--- src/rtl/ysyx_25040129_ifu_pkg.sv ---
// Shared definitions for the ysyx_25040129 pipeline: IFU state encoding,
// default reset PC, AXI response code and a PC alignment helper.
package ysyx_25040129_ifu_pkg;

    typedef enum logic [1:0] {
        YSYX_25040129_IDLE = 2'd0,
        YSYX_25040129_REQ  = 2'd1,
        YSYX_25040129_WAIT = 2'd2,
        YSYX_25040129_HOLD = 2'd3
    } ysyx_25040129_ifu_state_e;

    localparam logic [31:0] YSYX_25040129_RESET_PC  = 32'h3000_0000;
    localparam logic [1:0]  YSYX_25040129_RESP_OKAY = 2'b00;

    // Instructions are word aligned; the low two bits of any target are dropped.
    function automatic logic [31:0] ysyx_25040129_align_pc(input logic [31:0] pc);
        return {pc[31:2], 2'b00};
    endfunction

endpackage

--- src/rtl/ysyx_25040129_ifu.sv ---
// Instruction fetch stage: owns the fetch PC, issues one AR/R read at a time
// and presents the fetched word to decode with a valid/ready handshake.
// Redirects that arrive while a read is in flight mark it as killed so the
// response is dropped and the fetch restarts at the latest target.
module ysyx_25040129_ifu
    import ysyx_25040129_ifu_pkg::*;
#(
    parameter logic [31:0] RESET_PC = YSYX_25040129_RESET_PC
) (
    input  logic        clk,
    input  logic        rst,
    output logic [31:0] ifu_araddr,
    output logic        ifu_arvalid,
    input  logic        ifu_arready,
    input  logic [31:0] ifu_rdata,
    input  logic [1:0]  ifu_rresp,
    input  logic        ifu_rvalid,
    output logic        ifu_rready,
    output logic [31:0] inst_out_ifu,
    output logic [31:0] pc_out_ifu,
    output logic        fault_out_ifu,
    output logic        is_req_valid_to_idu,
    input  logic        is_req_ready_from_idu,
    input  logic        redirect_valid,
    input  logic [31:0] redirect_pc
);

    ysyx_25040129_ifu_state_e state_r;
    logic [31:0] pc_r;
    logic [31:0] inst_r;
    logic        fault_r;
    logic        kill_r;
    logic [31:0] tgt_r;
    logic [31:0] redirect_aligned_s;

    assign redirect_aligned_s = ysyx_25040129_align_pc(redirect_pc);

    // Fetch FSM together with the PC, held instruction and kill bookkeeping.
    always_ff @(posedge clk or posedge rst) begin
        if (rst) begin
            state_r <= YSYX_25040129_IDLE;
            pc_r    <= RESET_PC;
            inst_r  <= 32'd0;
            fault_r <= 1'b0;
            kill_r  <= 1'b0;
            tgt_r   <= 32'd0;
        end else begin
            case (state_r)
                YSYX_25040129_IDLE: begin
                    if (redirect_valid) begin
                        pc_r <= redirect_aligned_s;
                    end
                    state_r <= YSYX_25040129_REQ;
                end
                YSYX_25040129_REQ: begin
                    // Address must stay stable until accepted, so a redirect
                    // here is only remembered and applied after the response.
                    if (redirect_valid) begin
                        kill_r <= 1'b1;
                        tgt_r  <= redirect_aligned_s;
                    end
                    if (ifu_arready) begin
                        state_r <= YSYX_25040129_WAIT;
                    end
                end
                YSYX_25040129_WAIT: begin
                    if (ifu_rvalid) begin
                        if (kill_r || redirect_valid) begin
                            pc_r    <= redirect_valid ? redirect_aligned_s : tgt_r;
                            kill_r  <= 1'b0;
                            state_r <= YSYX_25040129_REQ;
                        end else begin
                            inst_r  <= ifu_rdata;
                            fault_r <= (ifu_rresp != YSYX_25040129_RESP_OKAY);
                            state_r <= YSYX_25040129_HOLD;
                        end
                    end else if (redirect_valid) begin
                        kill_r <= 1'b1;
                        tgt_r  <= redirect_aligned_s;
                    end
                end
                YSYX_25040129_HOLD: begin
                    // A redirect means the held instruction is wrong-path.
                    if (redirect_valid) begin
                        pc_r    <= redirect_aligned_s;
                        state_r <= YSYX_25040129_REQ;
                    end else if (is_req_ready_from_idu) begin
                        pc_r    <= pc_r + 32'd4;
                        state_r <= YSYX_25040129_REQ;
                    end
                end
                default: begin
                    state_r <= YSYX_25040129_IDLE;
                end
            endcase
        end
    end

    assign ifu_arvalid         = (state_r == YSYX_25040129_REQ);
    assign ifu_rready          = (state_r == YSYX_25040129_WAIT);
    assign is_req_valid_to_idu = (state_r == YSYX_25040129_HOLD);
    assign ifu_araddr          = pc_r;
    assign pc_out_ifu          = pc_r;
    assign inst_out_ifu        = inst_r;
    assign fault_out_ifu       = fault_r;

endmodule

--- config.mk ---
export PLATFORM = sky130hd
export DESIGN_NAME = ysyx_25040129_ifu
export DESIGN_NICKNAME = d
export VERILOG_FILES = /design/src/rtl/ysyx_25040129_ifu_pkg.sv /design/src/rtl/ysyx_25040129_ifu.sv
export SDC_FILE = /design/constraint.sdc
export NUM_CORES = 1
export LEC_CHECK = 0
export CAP_MARGIN = 20
export CORE_MARGIN = 1
export CORE_UTILIZATION = 45
export CTS_BUF_LIST = sky130_fd_sc_hd__clkbuf_8
export DETAILED_ROUTE_END_ITERATION = 6
export PLACE_DENSITY = 0.82
export SYNTH_ARGS = -nofsm -noshare
export SYNTH_HDL_FRONTEND = slang
export SYNTH_SLANG_ARGS = --single-unit
--- constraint.sdc ---
create_clock -name clk -period 3.6 [get_ports clk]
set_input_delay 0.36 -clock clk [delete_from_list [all_inputs] [get_ports clk]]
set_output_delay 0.36 -clock clk [all_outputs]
set_load 0.005 [all_outputs]
After elaboration in Yosys (flattened, before gate mapping)

Index checks and enable logic that the tools add are counted.

Add/sub/neg operators: 1
$mul: 0
Div/mod/pow operators: 0
$lt $le $gt $ge: 0
Eq/ne operators: 10
Shift operators: 0
Muxes and demuxes: 19
Bitwise logic cells: 1
Reductions and logical operators: 10

Operators by type and width:

| operator              | count |
|---|---|
| $mux 32               | 7 |
| $pmux 32 s3           | 1 |
| $pmux 32 s2           | 1 |
| $add 32x3->32 const B | 1 |
| $mux 2                | 5 |
| $pmux 2 s4            | 1 |
| $ne 2x2->1 const B    | 3 |
| $reduce_and 3->1      | 2 |
| $reduce_and 5->1      | 1 |
| $eq 2x2->1 const B    | 2 |
| $ne 2x1->1 const B    | 2 |
| $reduce_and 2->1      | 2 |
| $reduce_bool 2->1     | 2 |
| $mux 1                | 3 |
| $ne 3x1->1 const B    | 1 |
| $ne 3x2->1 const B    | 1 |
| $reduce_bool 3->1     | 1 |
| $eq 2x1->1 const B    | 1 |
| $logic_not 2->1       | 1 |
| $pmux 1 s2            | 1 |
| $logic_or 1x1->1      | 1 |
| $not 1->1             | 1 |

Register bits after elaboration: 100
Latch bits: 0
RAM bits: 0
Bits in read-only memories: 0
Output and inout bits: 100
Memories: 0

Longest topological paths before layout

Depth in word-level cells: 4
Gate-level depth with buffers: 10
Mapped depth without buffers: 7

Worst setup path before layout

OpenSTA, ideal clock, no wires.

Kind: register to register
Start: register state_r[0]
End: register pc_r[31], in the netlist ifu_araddr[31]
Library setup time: 0.071 ns
Data arrival time: 2.042 ns
Setup slack: 1.487 ns
Stages on the path, launching flop included: 10
Clock period less this slack: 2.113 ns
Cell sequence: dfrtp_1 inv_1 ha_1 buf_2 inv_2 o22ai_2 or3_1 buf_2 or4_1 nand4_1

Word-level cells in the longest chain between the ends: 3
Elaborated cells on any way between the ends: 10

Ends and longest elaborated chain:

| what                                         | RTL line                | text |
|---|---|---|
| start, declared                              | ysyx_25040129_ifu.sv:28 | `ysyx_25040129_ifu_state_e state_r;` |
| start signal, assigned                       | ysyx_25040129_ifu.sv:41 | `state_r <= YSYX_25040129_IDLE;` |
| start signal, assigned                       | ysyx_25040129_ifu.sv:53 | `state_r <= YSYX_25040129_REQ;` |
| start signal, assigned                       | ysyx_25040129_ifu.sv:63 | `state_r <= YSYX_25040129_WAIT;` |
| $eq 2x2->1 *                                 | --                      |  |
| named net ifu_rready                         | ysyx_25040129_ifu.sv:18 | `output logic ifu_rready,` |
| $ne 2x1->1 (no line) (tied with other cells) | --                      |  |
| $reduce_and 5->1 (no line)                   | --                      |  |
| end signal, assigned                         | ysyx_25040129_ifu.sv:51 | `pc_r <= redirect_aligned_s;` |
| end signal, assigned                         | ysyx_25040129_ifu.sv:69 | `pc_r <= redirect_valid ? redirect_aligned_s : tgt_r;` |
| end signal, assigned                         | ysyx_25040129_ifu.sv:85 | `pc_r <= redirect_aligned_s;` |
| end, declared                                | ysyx_25040129_ifu.sv:29 | `logic [31:0] pc_r;` |

The timed path passes the listed nets; every way through them passes the cells marked *.
A chain may end at the register's enable or synchronous reset.

Worst setup path in the final report

Start: register state_r[0]
End: register pc_r[14], in the netlist ifu_araddr[14]

Word-level cells in the longest chain between the ends: 3
Elaborated cells on any way between the ends: 10

Ends and longest elaborated chain:

| what                                          | RTL line                | text |
|---|---|---|
| $eq 2x2->1 or $logic_not 2->1 (tied branches) | ysyx_25040129_ifu.sv:48 | `case (state_r)` |
| $ne 3x1->1 (no line) (tied with other cells)  | --                      |  |
| $reduce_and 5->1 (no line)                    | --                      |  |

Parallel ways exist; a longest one is shown, timed or not.

==> impl_metrics.yaml <==
power:
  max-vdd-ir-drop_mv: 0.327
  p_int_w: 0.00331
  leakagePower_nw: 2.93
  p_seq_share_pct: 41.8
  powerDensity_nw_per_um2: 728
  p_sw_w: 0.00180
  p_comb_share_pct: 44.9
  p_clk_share_pct: 13.3
  p_sw_share_pct: 35.2
  power.total_w: 0.00511
cells_and_area:
  final_util_pct: 61.7
  syn2layout_area_growth_pct: 34.0
  drive_gt1_share_pct: 15.5
  fill_cells: 927
  insertedDiodeCount: 0
  final_cells: 762
  layout.nets: 692
synth:
  netlist_top_cells_area: "dfrtp_1, mux2_2, buf_4"
  synthDominantCellAreaShare_pct: 46.8
  synth_area_leader_cell: "dfrtp_1"
  synth.net_count: 566
  syn_area_um2: 5240
  yosysWarnings: 0
  ys_seq_area_share_pct: 47.8
  synthCells: 488
  syn_area_per_cell_um2: 10.7
  synth_flop_cell: "dfrtp_1"
  synth_edf_count: 0
  synth_seq_cells: 100
  synthArstFlopShare_pct: 100
  yosysUniqueCellTypes: 55
sta:
  rsz0062_at_grt: "no"
  slew_viol_final: 0
  relSlewSlack_pct: 53.3
  fin_crit_ps: 2580
  finalHoldWorstSlack_ps: 376
  setup_viol: 0
  worst_pin_slew_ps: 700
  finalClockSkew_ps: 11.5
  maxClockFrequency_mhz: 388
  finalHoldViolCount: 0
  min_period_over_period_pct: 71.7
  tns_ps: 0
clock_tree:
  postCtsResizedCells: 0
  post_cts_buffers: 0
  root_buffer: "clkbuf_8"
  clk_path_buf_depth: 2
  cts_tree: "built"
  clk_pin_slew_ps: 90
  cts_sinks: 100
  cts_hold_buf: 0
  h-tree-depth: 3
  clk_latency_ps: 360
  cts_buffers: 9
global_route:
  grt_usage_pct: 23.8
  grt_pass1_wl_um: 22000
  antenna_found_initial: 1
  grt_max_degree: 88
  grt_pass1_vias: 4404
  gr-total-overflow: 0
drt:
  wirelength_um: 13800
  routedWlPerCell_um: 18.1
  vias: 4531
  via_per_inst: 5.95
  ant_nets: 0
  firstDrtPassIters: 5
  drt_iter0_markers: 213
  route.detailed.drc: 0
setup_path:
  start_kind: "register"
  critPathKind: "reg -> reg"
  crit_arrival_ps: 2860
  critical_path_required_ps: 3880
  cp_max_fo: 16
  end_kind: "register"
  r2r_cells: 8
floorplanning:
  row_count: 39
  core_area_um2: 11400
  start_util_pct: 46.1
  die_h_um: 110
  dieArea_um2: 12100
  die_w_um: 110
  ios: 172
job:
  drv_cap: 0
place:
  io_buffers: 169
  dp_hpwl_um: 9740
  gp_congestion: 0.913
  numPlacedInstances: 745
run_status:
  run_status: "completed"
hold_path:
  hold_path.class: "in -> async"
[cells by family (layout without fill, tap and decap cells)]
| kind of cell | Yosys count | count (layout) | share of synthesized area [%] |
|---|---|---|---|
| buffers and inverters | 75 | 206 | 8.00 |
| multiplexers | 68 | 68 | 14.5 |
| AND/OR/NAND/NOR | 123 | 123 | 13.4 |
| AO/OA/AOI/OAI | 116 | 116 | 14.9 |
| flip-flops | 100 | 100 | 47.8 |
| adder cells (fa/ha/maj) | 6 | 6 | 1.43 |
[Yosys cell counts (7+ instances only)]
library cell,number
buf_4,33
o21ai_0,41
inv_1,10
buf_2,10
a22o_1,15
nand4_1,12
nor3_1,8
nand2_1,20
a221oi_1,7
a21oi_1,13
nand3_1,22
clkbuf_1,20
nor2_1,26
dfrtp_1,98
mux2_2,60
[stage by stage]
step,instance area [um2],worst slack (ps)
detailed placement,6810,853
floorplan,5240,625
finish,7020,1020
CTS,6990,1050
global placement,6810,965
global route,7020,757
[state kept, by name, indices dropped and copies added (netlist names)]
register       cells
ifu_araddr        32
tgt_r             32
kill_r             1
inst_out_ifu      32
state_r            2
fault_out_ifu      1
[power groups by stage]
stage / clock (W) / combinational [W] / sequential, W
after global routing: 0.000736 / 0.00251 / 0.00221
after detailed placement: 0 / 0.00230 / 0.00214
final: 0.000680 / 0.00229 / 0.00213
after floorplan: 0 / 0.00129 / 0.00201
after CTS: 0.000698 / 0.00230 / 0.00212
after global placement: 0 / 0.00222 / 0.00209
[cells in the final DEF (no fill, tap or decap), drive strengths merged, types with 2 or more instances in the layout]
master         netlist  routed
clkdlybuf4s50        0     169
dfrtp               98      98
mux2                63      63
o21ai               44      44
nor2                26      26
nand3               22      22
nand2               20      20
inv                 11      16
a22o                15      15
a21oi               13      13
nand4               13      13
buf                 43      10
clkbuf              21       9
nor4                 9       9
nor3                 8       8
a221oi               7       7
a22oi                6       6
a31oi                6       6
ha                   6       6
and3                 5       5
and4                 5       5
mux2i                5       5
a41oi                4       4
a222oi               4       4
and2                 4       4
or3                  3       3
nand2b               2       2
o31ai                2       2
o21a                 2       2
o31a                 2       2
a21o                 2       2
dfstp                2       2
o22ai                2       2
[critical path, stage by stage (launching register included)]
cell and delay [ps]:
dfrtp_1 440, inv_1 140, ha_1 430, inv_2 140
nor2_2 560, buf_4 360, a22o_1 210, a41oi_1 50
o22ai_1 170
[per-layer routing]
layer  part of all wire [%]  up-vias  global-route usage (%)
li1                       -     2029                       -
met1                     40     2249                    29.5
met2                     49      229                    39.0
met3                    9.7       22                    7.05
met4                    1.5        2                    8.76
met5                  0.094        -                       0
[layout make-up]
type	instances	area, um2	area share [%]
sequential	100	2500	35.7
multi-input combinational	313	2320	33.1
timing repair buffer	179	1790	25.5
tap	143	179	2.55
clock buffer	9	124	1.77
clock inverter	7	53.8	0.767
inverter	11	43.8	0.624
[path summary, 6_finish.rpt]
path,start,end,slack [ps]
max,state_r[0],ifu_araddr[14],1020
min,rst,tgt_r[30],380
max reg2reg,state_r[0],ifu_araddr[14],1020
min reg2reg,inst_out_ifu[13],inst_out_ifu[13],490
max in group asynchronous,rst,ifu_araddr[2],2340
min in group clk,inst_out_ifu[13],inst_out_ifu[13],490
Note: power is estimated with default switching activity, not from simulation.
